[src/rtl/aes_pkg.sv]
`default_nettype none
// ============================================================================
// Module      : aes_pkg
// Description : Shared types and helpers for the AES ShiftRows engine.
//               STATE_W-bit state, byte_idx(row,col) maps a (row, column)
//               position to its byte number b(4c+r), where b0 sits in bits
//               [127:120] and b15 in bits [7:0].
// Revision    : 1.0 - initial release
// ============================================================================
package aes_pkg;

    localparam int BYTE_W  = 8;
    localparam int STATE_W = 128;

    typedef logic [STATE_W-1:0] state_t;

    typedef enum logic [1:0] {
        IDLE  = 2'd0,
        SHIFT = 2'd1,
        DONE  = 2'd2
    } sr_state_e;

    function automatic int byte_idx(input int row, input int col);
        return 4 * col + row;
    endfunction

endpackage
`default_nettype wire

[src/rtl/shiftrows_seq_if.sv]
`default_nettype none
// ============================================================================
// Module      : shiftrows_seq_if
// Description : Valid/ready bus of the ShiftRows engine.
//               Input side : in_valid, in_ready, state_in (+ inv_mode when
//                            SHIFTROWS_INV_EN is defined).
//               Output side: out_valid, out_ready, state_out, done_sr.
//               master = producer/consumer side, slave = engine side.
// Revision    : 1.0 - initial release
// ============================================================================
interface shiftrows_seq_if;
    import aes_pkg::*;

    logic   in_valid;
    logic   in_ready;
    state_t state_in;
    logic   out_valid;
    logic   out_ready;
    state_t state_out;
    logic   done_sr;
`ifdef SHIFTROWS_INV_EN
    logic   inv_mode;

    modport master (
        output in_valid, state_in, out_ready, inv_mode,
        input  in_ready, out_valid, state_out, done_sr
    );
    modport slave (
        input  in_valid, state_in, out_ready, inv_mode,
        output in_ready, out_valid, state_out, done_sr
    );
`else
    modport master (
        output in_valid, state_in, out_ready,
        input  in_ready, out_valid, state_out, done_sr
    );
    modport slave (
        input  in_valid, state_in, out_ready,
        output in_ready, out_valid, state_out, done_sr
    );
`endif

endinterface
`default_nettype wire

[src/rtl/aes_row_rotate.sv]
`default_nettype none
// ============================================================================
// Module      : aes_row_rotate
// Description : Combinational one-column rotation of one state row.
//               Row word layout {col0, col1, col2, col3}, col0 in the MSBs.
//               i_en=0 passes the row through unchanged.
//               i_dir_right=0: column c takes column (c+1) mod 4 (left)
//               i_dir_right=1: column c takes column (c+3) mod 4 (right)
// Ports       : i_en, i_dir_right, i_row (in), o_row (out)
// Revision    : 1.0 - initial release
// ============================================================================
module aes_row_rotate
    import aes_pkg::*;
(
    input  wire logic                i_en,
    input  wire logic                i_dir_right,
    input  wire logic [4*BYTE_W-1:0] i_row,
    output logic      [4*BYTE_W-1:0] o_row
);

    always_comb begin
        o_row = i_row;
        if (i_en) begin
            if (i_dir_right) begin
                o_row = {i_row[BYTE_W-1:0], i_row[4*BYTE_W-1:BYTE_W]};
            end else begin
                o_row = {i_row[3*BYTE_W-1:0], i_row[4*BYTE_W-1:3*BYTE_W]};
            end
        end
    end

endmodule
`default_nettype wire

[src/rtl/shiftrows_seq.sv]
`default_nettype none
// ============================================================================
// Module      : shiftrows_seq
// Description : Iterative AES ShiftRows engine. Accepts one 128-bit state in
//               IDLE, applies three one-column row-rotation steps
//               (SHIFT_PER_CYC steps per clock) and holds the result in DONE
//               until the consumer takes it. done_sr pulses once when the
//               result first becomes valid.
//               Optional feature macro SHIFTROWS_INV_EN: adds bus.inv_mode,
//               sampled at accept, selecting InvShiftRows (right rotation).
// Ports       : clk, rst (sync, active-high), bus (shiftrows_seq_if.slave)
// Parameters  : BYTE_W (must be 8), SHIFT_PER_CYC (1 or 3)
// Revision    : 1.0 - initial release
// ============================================================================
module shiftrows_seq #(
    parameter int BYTE_W        = 8,
    parameter int SHIFT_PER_CYC = 1
) (
    input wire logic       clk,
    input wire logic       rst,
    shiftrows_seq_if.slave bus
);
    import aes_pkg::*;

    localparam int         c_n_steps  = 3;
    localparam int         c_row_w    = 4 * BYTE_W;
    localparam logic [1:0] c_last_cnt = 2'(c_n_steps / SHIFT_PER_CYC - 1);

    if (BYTE_W != 8) begin : g_bad_byte_w
        $error("shiftrows_seq: BYTE_W must be 8");
    end
    if (SHIFT_PER_CYC != 1 && SHIFT_PER_CYC != 3) begin : g_bad_shift_per_cyc
        $error("shiftrows_seq: SHIFT_PER_CYC must be 1 or 3");
    end

    sr_state_e  r_fsm;
    logic [1:0] r_cnt;
    state_t     r_state;
    logic       r_in_ready;
    logic       r_out_valid;
    logic       r_done;
    logic       w_inv;
    state_t     w_next;

`ifdef SHIFTROWS_INV_EN
    logic r_inv;
    assign w_inv = r_inv;
`else
    assign w_inv = 1'b0;
`endif

    // w_chain[r][0] is row r of the current state; each stage j applies one
    // rotation step. Global step number is cnt*SHIFT_PER_CYC + j and a row r
    // only moves on steps below r, so row 0 never moves and after all three
    // steps row r has moved exactly r columns.
    logic [c_row_w-1:0] w_chain [1:3][0:SHIFT_PER_CYC];

    for (genvar r = 1; r < 4; r++) begin : g_row
        assign w_chain[r][0] = {
            r_state[STATE_W-1-BYTE_W*byte_idx(r, 0) -: BYTE_W],
            r_state[STATE_W-1-BYTE_W*byte_idx(r, 1) -: BYTE_W],
            r_state[STATE_W-1-BYTE_W*byte_idx(r, 2) -: BYTE_W],
            r_state[STATE_W-1-BYTE_W*byte_idx(r, 3) -: BYTE_W]
        };
        for (genvar j = 0; j < SHIFT_PER_CYC; j++) begin : g_stage
            logic w_en;
            assign w_en = (({2'b00, r_cnt} * 4'(SHIFT_PER_CYC)) + 4'(j)) < 4'(r);
            aes_row_rotate u_rot (
                .i_en        (w_en),
                .i_dir_right (w_inv),
                .i_row       (w_chain[r][j]),
                .o_row       (w_chain[r][j+1])
            );
        end
    end

    // Reassemble the state: row 0 copied, rows 1..3 from the last stage.
    always_comb begin
        w_next = r_state;
        for (int r = 1; r < 4; r++) begin
            for (int c = 0; c < 4; c++) begin
                w_next[STATE_W-1-BYTE_W*byte_idx(r, c) -: BYTE_W] =
                    w_chain[r][SHIFT_PER_CYC][c_row_w-1-BYTE_W*c -: BYTE_W];
            end
        end
    end

    always_ff @(posedge clk) begin
        if (rst) begin
            r_fsm       <= IDLE;
            r_cnt       <= 2'd0;
            r_state     <= '0;
            r_in_ready  <= 1'b1;
            r_out_valid <= 1'b0;
            r_done      <= 1'b0;
`ifdef SHIFTROWS_INV_EN
            r_inv       <= 1'b0;
`endif
        end else begin
            r_done <= 1'b0;
            case (r_fsm)
                IDLE: begin
                    if (bus.in_valid && r_in_ready) begin
                        r_state    <= bus.state_in;
                        r_cnt      <= 2'd0;
                        r_in_ready <= 1'b0;
                        r_fsm      <= SHIFT;
`ifdef SHIFTROWS_INV_EN
                        r_inv      <= bus.inv_mode;
`endif
                    end
                end
                SHIFT: begin
                    r_state <= w_next;
                    if (r_cnt == c_last_cnt) begin
                        r_cnt       <= 2'd0;
                        r_fsm       <= DONE;
                        r_out_valid <= 1'b1;
                        r_done      <= 1'b1;
                    end else begin
                        r_cnt <= r_cnt + 2'd1;
                    end
                end
                DONE: begin
                    if (bus.out_ready) begin
                        r_fsm       <= IDLE;
                        r_out_valid <= 1'b0;
                        r_in_ready  <= 1'b1;
                    end
                end
                default: r_fsm <= IDLE;
            endcase
        end
    end

    assign bus.in_ready  = r_in_ready;
    assign bus.out_valid = r_out_valid;
    assign bus.state_out = r_state;
    assign bus.done_sr   = r_done;

endmodule
`default_nettype wire

[src/flat_wrapper.sv]
// flat-port wrapper written by rule: the top's interface ports become plain ports
module shiftrows_seq_flat import aes_pkg::*;
#(
    parameter int BYTE_W        = 8,
    parameter int SHIFT_PER_CYC = 1
)
  (clk, rst, bus_in_valid, bus_state_in, bus_out_ready, bus_in_ready, bus_out_valid, bus_state_out, bus_done_sr);
  shiftrows_seq_if bus_i ();
  input wire logic clk;
  input wire logic rst;
  input wire logic [$bits(bus_i.in_valid)-1:0] bus_in_valid;
  input wire logic [$bits(bus_i.state_in)-1:0] bus_state_in;
  input wire logic [$bits(bus_i.out_ready)-1:0] bus_out_ready;
  output wire logic [$bits(bus_i.in_ready)-1:0] bus_in_ready;
  output wire logic [$bits(bus_i.out_valid)-1:0] bus_out_valid;
  output wire logic [$bits(bus_i.state_out)-1:0] bus_state_out;
  output wire logic [$bits(bus_i.done_sr)-1:0] bus_done_sr;
  assign bus_i.in_valid = bus_in_valid;
  assign bus_i.state_in = bus_state_in;
  assign bus_i.out_ready = bus_out_ready;
  assign bus_in_ready = bus_i.in_ready;
  assign bus_out_valid = bus_i.out_valid;
  assign bus_state_out = bus_i.state_out;
  assign bus_done_sr = bus_i.done_sr;
  shiftrows_seq #(.BYTE_W(BYTE_W), .SHIFT_PER_CYC(SHIFT_PER_CYC)) u_core (.clk(clk), .rst(rst), .bus(bus_i));
endmodule
[config.mk]
export PLATFORM = sky130hd
export DESIGN_NAME = shiftrows_seq_flat
export DESIGN_NICKNAME = d
export VERILOG_FILES = /design/src/rtl/aes_pkg.sv /design/src/rtl/shiftrows_seq_if.sv /design/src/rtl/aes_row_rotate.sv /design/src/rtl/shiftrows_seq.sv /design/src/flat_wrapper.sv
export SDC_FILE = /design/constraint.sdc
export NUM_CORES = 1
export LEC_CHECK = 0
export CELL_PAD_IN_SITES_DETAIL_PLACEMENT = 0
export CELL_PAD_IN_SITES_GLOBAL_PLACEMENT = 1
export CORE_ASPECT_RATIO = 0.8
export CORE_MARGIN = 10
export CORE_UTILIZATION = 46
export CTS_CLUSTER_DIAMETER = 100
export CTS_CLUSTER_SIZE = 8
export DETAILED_ROUTE_END_ITERATION = 7
export DONT_BUFFER_PORTS = 1
export PLACE_DENSITY_LB_ADDON = 0.25
export SKIP_LAST_GASP = 1
export SLEW_MARGIN = 20
export SYNTH_ARGS = -nofsm -noshare
export SYNTH_HDL_FRONTEND = slang
export SYNTH_SLANG_ARGS = --single-unit
[constraint.sdc]
create_clock -name clk -period 2.15 [get_ports clk]
set_clock_uncertainty 0.2 [all_clocks]
set_input_delay 0.215 -clock clk [delete_from_list [all_inputs] [get_ports clk]]
set_output_delay 0.215 -clock clk [all_outputs]
set_load 0.02 [all_outputs]
==> out/metrics.cfg, run 1 <==
[yosys]
ys.flop_type=dfxtp_1
syn_nets=794
yosysMostFrequentCell=dfxtp_1
synth_top_family_by_area=compound AO/OA/AOI/OAI gates
synthesis.area_sq_um=6414
synth-xor-area-share_pct=0
synth-seq-cells=135
ys_types=31
synth_edf_count=0
synth-simple-area-share_pct=16.86
synth_adder_area_share_pct=0
ys_seq_area_share_pct=42.14
synth_compound_area_share_pct=19.22
synthArstFlopShare_pct=0
synth_top_area_share_pct=42.14
yosysWarnings=0
syn_inst=662
synth_top_area_cell=dfxtp_1
synth.area.mux_share_pct=15.61
synthTopCellsByArea=dfxtp_1 42%, a211oi_2 12%, mux2i_1 10%
syn_avg_cell_area_sq_um=9.688
synth_common_cells=135 x dfxtp_1, 96 x nor3_1, 68 x nand2_1, 64 x mux2i_1, 60 x a211oi_2

[die]
die_h_um=125.6
start_util_pct=47.17
core_sq_um=13600
num_rows=38
fp.dieArea_sq_um=19100
die_w_um=152.0
boundaryPins=263

[cts]
postCtsSetupRepairBufs=0
postCtsHoldBufs=5
clk_pin_slew_worst_paths_ns=0.06
clock-sinks=135
cts_tree=done
root_buffer=clkbuf_16
post_cts_resized=0
ctsLongestPathBuffers=2
clock_latency_ns=0.41
htreeDepth=4
numCtsBuffers=17

[grt]
grt_max_degree=135
grt.overflow.total=0
grt_usage_pct=19.37
grt_pass1_vias=4885
antenna_found_initial=2
grt_pass1_wl_mm=30.17

[place]
dp_slack_ns=0.2837
place.port_buffers=0
place.gp.congestion=0.8549
dp_hpwl_mm=13.74

[timing]
hold_viol=130
rsz0062_at_grt=false
fin_hold_ws_ns=-0.3247
finalSetupViolCount=0
max_freq_ghz=0.5018
min_period_ns=1.993
timing.final.max_slew_violations=0
period_share_pct=92.68
maxSlewHeadroom_pct=65.94
setup_ws_ns=0.1573
fin_setup_tns_ns=0
worstMarginPinSlew_ns=0.5109

[routing]
drtIter0Drc=524
wl_mm=19.82
first_pass_iters=5
ant_nets=0
vias=5082
post_drt_wl_per_cell_um=24.08
drcViolationCount=0
via_per_inst=6.175

[pwr]
power_leakage_nw=2.381
peakVddDrop_mv=0.5440
p_per_area_nw_per_um2=1054
power_mw=7.498

[worst_setup_path]
crit_chain=buf_4 > nand2b_1 > a31oi_1 > nor2_1 > dlygate4sd3_1
end_kind=flop
arrival_ns=2.15
critical_path.max_stage_delay_ns=0.56
worst-path-buf-inv=2
cp_max_fo=13
crit_family=buffers and inverters
worst_setup_path_start_kind=flop
critPathRequiredTime_ns=2.30
critPathKind=reg -> reg
cp_slowest_cell=dlygate4sd3_1

[cells_and_area]
drive_gt1_share_pct=22.74
final_util_pct=52.33
syn_to_final_growth_pct=10.94
nets=764

[run]
maxCapViolCount=0

[status]
violations=negative hold slack
status=complete, but fails checks

[worst_hold_path]
min-delay-path-class=in -> reg

==> path summary, 6_finish.rpt <==
| path | depth (start not counted) | to | start | slack (ns) |
|---|---|---|---|---|
| setup reg to reg | 5 | u_core.r_cnt[0] | u_core.r_fsm[1] | 0.16 |
| hold reg to reg | 2 | u_core.bus.state_out[59] | u_core.bus.state_out[59] | 0.36 |
| setup / recovery | 5 | u_core.r_cnt[0] | u_core.r_fsm[1] | 0.16 |
| hold / removal | 1 | u_core.bus.state_out[16] | rst | -0.32 |
==> layout by cell type (no fill, tap or decap), types with 4 or more instances in the layout <==
cell           synthesis  layout
a21oi_1               36      35
clkbuf_8               0       4
a211oi_2              60      60
mux2i_1               64      64
nand2_1               68      68
nor3_1                96      96
buf_12                 0       4
buf_4                  4      15
clkbuf_16              0      17
dlygate4sd3_1          0      10
dfxtp_1              135     134
nor2_1                 5       5
nor4_1                32      32
mux2_2                32      32
a211oi_1              36      36
==> metal layers <==
metal / track usage (%) / vias to the layer above / part of all wire [%]
met5: 0 / - / 0.056
met3: 8.912 / 19 / 11
met4: 5.822 / 2 / 0.98
met2: 29.17 / 238 / 47
met1: 24.30 / 2423 / 41
li1: - / 2400 / -
==> registers in the layout (all words and copies together) (netlist names) <==
signal and flops:
u_core.bus.out_valid 1, u_core.bus.in_ready 1, u_core.r_fsm 2, u_core.bus.done_sr 1, u_core.bus.state_out 128, u_core.r_cnt 2
==> power breakdown <==
part / internal, mW / total [mW] / switching, mW
Combinational: 0.581 / 1.28 / 0.696
Clock: 1.69 / 2.73 / 1.05
Sequential: 2.80 / 3.49 / 0.686
==> through the flow <==
step / std cells / hold WS (ns) / instance area (sq um)
floorplan: 662 / 0.1510 / 6414
global placement: 783 / 0.09596 / 6459
detailed placement: 783 / 0.09634 / 6459
CTS: 817 / -0.3470 / 7063
global route: 822 / -0.3468 / 7113
finish: 823 / -0.3247 / 7116
==> cell families after synthesis <==
family,Yosys count
buf+inv,79
compound gates,137
flops,135
simple gates,215
mux,96
==> cell type report <==
class	count	area, sq um
Tap cell	180	225.2
Clock buffer	21	480.5
Multi-Input combinational cell	448	3331
Clock inverter	8	73.82
Antenna cell	1	2.502
Fill cell	1235	6482
Sequential cell	135	2706
Timing Repair Buffer	29	292.8
Inverter	1	3.754
Note: power is estimated with default switching activity, not from simulation.
==> inputs of run 2 (changes only) <==
- CORE_UTILIZATION: 46 -> 45
==> run 2 against run 1 <==
Worst hold slack better by 0.016 ns. Combinational power rose by 3%. Non-clock buffer count rose by 11. Highest routed layer unchanged. Core utilization is 0.88 points higher. Critical endpoint unchanged. Cell count up 1.6%. Via count rose by 0.92%. The flow still finishes with violations (negative hold slack). Clock power grew 12%.
==> out/metrics.cfg, run 2 (synthesis gave the netlist of run 1 again) <==
[cts]
numCtsBuffers=17
ctsLongestPathBuffers=2
clock_latency_ns=0.42
cts_tree=done
clk_pin_slew_worst_paths_ns=0.06
postCtsSetupRepairBufs=0
clock-sinks=135
root_buffer=clkbuf_16
htreeDepth=4

[worst_setup_path]
worst-path-buf-inv=2
cp_slowest_cell=dlygate4sd3_1
crit_family=buffers and inverters
crit_chain=buf_4 > nand4bb_1 > a31oi_1 > nor2_1 > dlygate4sd3_1
worst_setup_path_start_kind=flop
arrival_ns=2.05
critical_path.max_stage_delay_ns=0.55
critPathRequiredTime_ns=2.26
cp_max_fo=5
critPathKind=reg -> reg
end_kind=flop

[grt]
grt_pass1_wl_mm=30.65
grt.overflow.total=0
antenna_found_initial=2
grt_usage_pct=19.43
grt_max_degree=135
grt_pass1_vias=5047

[place]
place.gp.congestion=0.8049
dp_slack_ns=0.2945
dp_hpwl_mm=13.89
post-place-cells=783
place.port_buffers=0
placed_area_sq_um=6484

[routing]
post_drt_wl_per_cell_um=24.24
via_per_inst=6.135
first_pass_iters=5
wl_mm=20.26
vias=5129
ant_nets=0
drtIter0Drc=314
drcViolationCount=0

[timing]
maxSlewHeadroom_pct=71.99
timing.final.max_slew_violations=0
max_freq_ghz=0.5160
min_period_ns=1.938
hold_viol=130
finalSetupViolCount=0
period_share_pct=90.13
rsz0062_at_grt=false
fin_hold_ws_ns=-0.3088
setup_ws_ns=0.2122
worstMarginPinSlew_ns=0.4201
fin_setup_tns_ns=0

[pwr]
p_per_area_nw_per_um2=1077
power_mw=7.872
peakVddDrop_mv=0.7185
power_leakage_nw=2.454

[status]
status=complete, but fails checks
violations=negative hold slack

[cells_and_area]
final_util_pct=53.21
final_cell_mix=134 x dfxtp_1, 96 x nor3_1, 68 x nand2_1
largest_reg_flops=128
nets=775
fin_area_sq_um=7311
syn_to_final_growth_pct=13.99
num_antenna_cells=0
fillers=1223
final_common_cell=dfxtp_1
drive_gt1_share_pct=22.41
fin_cells=836

[die]
boundaryPins=263
die_w_um=153.5
start_util_pct=46.68
num_rows=38
fp.dieArea_sq_um=19460
die_h_um=126.8
core_sq_um=13740

[run]
maxCapViolCount=0

[worst_hold_path]
min-delay-path-class=in -> reg

[run 2: path summary, 6_finish.rpt]
kind,startpoint,end,slack (ns),cells after the start
min reg2reg,u_core.bus.state_out[89],u_core.bus.state_out[89],0.36,2
max,u_core.bus.in_ready,u_core.r_cnt[0],0.21,5
max reg2reg,u_core.bus.in_ready,u_core.r_cnt[0],0.21,5
min,rst,u_core.bus.state_out[98],-0.31,1
[run 2: what timing repair did]
item                                   CTS  global route
gates resized for setup                  0             1
setup endpoints to repair                0             1
hold buffers                             5            16
endpoints found under the hold margin  135           130
[run 2: per-layer routing]
metal | vias to the layer above | GRT usage [%] | wire [um] | part of all wire [%]
met3 | 20 | 9.997 | 2256 | 11
li1 | 2424 | - | - | -
met4 | 2 | 6.267 | 279 | 1.4
met1 | 2469 | 23.25 | 8394 | 41
met2 | 214 | 29.68 | 9318 | 46
met5 | - | 0 | 13 | 0.064
[run 2: final cells by class]
class | instances | area, sq um | area share [%]
flip-flops and latches | 135 | 2706 | 37.02
inverters | 1 | 3.754 | 0.05134
well taps | 180 | 225.2 | 3.081
repair buffers | 40 | 427.9 | 5.853
clock buffers | 20 | 436.7 | 5.973
clock inverters | 12 | 177.7 | 2.430
multi-input cells | 448 | 3333 | 45.59
[run 2: power breakdown]
group	internal, mW	switching [mW]
sequential	2.80	0.684
clock	1.94	1.13
combinational	0.614	0.709
==> inputs of run 3 (changes only) <==
- ABC_AREA: default -> 1
- ABC_CLOCK_PERIOD_IN_PS: default -> 2150
- CORE_UTILIZATION: 45 -> 42
==> run 3 against run 2 <==
The run now ends clean. Fmax up 7.3%. Via count rose by 22%. Largest cell class unchanged. First-iteration DRC count rose by 32%. Sequential power rose by 4%. Worst hold slack better by 0.45 ns. Non-clock buffer count up 104. Cell count is 52% higher. Critical endpoint is now u_core.bus.state_out[116]. Wire length up 5.0%.
==> out/metrics.cfg, run 3 <==
[status]
status=complete, no violations

[yosys]
syn_inst=977
synth_top_area_cell=dfxtp_1
synth_common_cells=264 x nand2_1, 228 x nor2_1, 135 x dfxtp_1, 114 x o21ai_0, 72 x inv_1
synth-seq-cells=135
synth_top_area_share_pct=42.89
syn_avg_cell_area_sq_um=6.449
synthTopCellsByArea=dfxtp_1 43%, nand2_1 16%, nor2_1 14%
synth_edf_count=0
ys.flop_type=dfxtp_1
yosysWarnings=0
syn_nets=1109
ys_types=20
synthArstFlopShare_pct=0
synthesis.area_sq_um=6301
ys_seq_area_share_pct=42.89
yosysMostFrequentCell=nand2_1

[cts]
htreeDepth=4
post_cts_resized=0
clock_latency_ns=0.42
clk_pin_slew_worst_paths_ns=0.06
cts_tree=done
clock-sinks=135
numCtsBuffers=17
root_buffer=clkbuf_16
ctsLongestPathBuffers=2

[die]
die_w_um=156.9
start_util_pct=43.48
num_rows=39
core_sq_um=14490
fp.dieArea_sq_um=20330
boundaryPins=263
die_h_um=129.6

[grt]
grt_max_degree=70
grt.overflow.total=0
grt_pass1_vias=6024
grt_usage_pct=20.25
antenna_found_initial=0
grt_pass1_wl_mm=33.16

[worst_setup_path]
cp_slowest_cell=dfxtp_1
critPathKind=reg -> reg
worst_setup_path_start_kind=flop
crit_chain=inv_2 > nand2_4 > buf_4 > o21ai_0 > a21oi_1 > nor2_1
arrival_ns=1.92
critical_path.max_stage_delay_ns=0.51
end_kind=flop
cp_max_fo=23
critPathRequiredTime_ns=2.26
ff2ff_path_depth=6

[routing]
first_pass_iters=6
ant_nets=0
via_per_inst=4.931
drcViolationCount=0
drtIter0Drc=413
post_drt_wl_per_cell_um=16.74
vias=6263
wl_mm=21.27

[timing]
max_freq_ghz=0.5537
hold_viol=0
period_share_pct=84.00
min_period_ns=1.806
worstMarginPinSlew_ns=0.6219
timing.final.max_slew_violations=0
fin_setup_tns_ns=0
maxSlewHeadroom_pct=58.54
rsz0062_at_grt=false
finalSetupViolCount=0

[cells_and_area]
final_util_pct=56.70
drive_gt1_share_pct=5.157
final_common_cell=nand2_1
multi_input_area_sq_um=2929
largest_reg_flops=128
fillers=1415
nets=1205
num_antenna_cells=0
syn_to_final_growth_pct=30.42
seq_area_sq_um=2703
final_cell_mix=263 x nand2_1, 228 x nor2_1, 135 x dfxtp_1

[pwr]
combPwrFrac_pct=20.4
p_switching_mw=2.925
p_sw_share_pct=35.88
power_leakage_nw=3.814
p_per_area_nw_per_um2=992.1
seqPwrFrac_pct=44.3
peakVddDrop_mv=0.6006
power.internal_mw=5.228
clkPwrFrac_pct=35.2

[worst_hold_path]
holdPathStages=4
min-delay-path-class=in -> reg

[place]
place.gp.congestion=0.7841
place.port_buffers=0
dp_hpwl_mm=14.13

[run]
maxCapViolCount=0

==> run 3: layout make-up <==
| class | count | area share, % |
|---|---|---|
| inverter | 75 | 3.441 |
| clock buffer | 18 | 5.222 |
| clock inverter | 14 | 1.827 |
| sequential | 135 | 32.89 |
| timing repair buffer | 144 | 18.18 |
| tap | 184 | 2.801 |
| multi-input combinational | 700 | 35.64 |
==> run 3: kinds of logic after synthesis <==
kind of cell / Yosys count / synth area share (%)
simple gates: 535 / 33.14
compound gates: 165 / 13.15
buf+inv: 142 / 10.82
flops: 135 / 42.89
==> run 3: through the flow <==
| stage | setup WS (ns) | cells | hold slack [ns] | total power, mW | cell area (sq um) |
|---|---|---|---|---|---|
| global placement | 0.3422 | 1108 | 0.08763 | 5.129 | 6337 |
| floorplan | 0.6487 | 977 | 0.08407 | 4.752 | 6301 |
| detailed placement | 0.3374 | 1108 | 0.09123 | 5.128 | 6337 |
| finish | 0.3440 | 1270 | 0.1446 | 8.153 | 8218 |
| CTS | 0.3291 | 1270 | 0.1280 | 8.224 | 8218 |
| global route | 0.1713 | 1270 | 0.1778 | 8.638 | 8218 |
==> run 3: repair_timing <==
| action | CTS | global route |
|---|---|---|
| endpoints found under the hold margin | 134 | 0 |
| setup endpoints to repair | 0 | 0 |
| buffers inserted | 0 | 0 |
| hold buffers | 130 | 0 |
==> run 3: critical path: cells and delay by family, from the launching register on <==
kind	cells	cell delay, ns
AO/OA/AOI/OAI	2	0.30
buffers and inverters	2	0.37
flip-flops	1	0.51
AND/OR/NAND/NOR	2	0.32
==> run 3: power by group through the flow <==
stage	logic, mW	registers [mW]	clock network, mW
after global placement	1.45	3.68	0
after floorplan	1.22	3.53	0
final	1.67	3.61	2.87
after CTS	1.66	3.62	2.94
after detailed placement	1.45	3.68	0
after global routing	1.92	3.67	3.05
==> run 3: worst paths after layout <==
check	startpoint	end	slack, ns
hold / removal	rst	u_core.bus.in_ready	0.14
setup reg to reg	u_core.r_fsm[1]	u_core.bus.state_out[116]	0.34
setup / recovery	u_core.r_fsm[1]	u_core.bus.state_out[116]	0.34
hold reg to reg	u_core.r_cnt[0]	u_core.r_cnt[0]	0.30
==> run 3: routing by layer <==
layer	track usage [%]	up-vias	share of wire, %
li1	-	3218	-
met1	24.08	2806	42
met2	31.57	219	46
met3	9.524	20	11
met4	7.147	0	1.2
met5	0	-	0
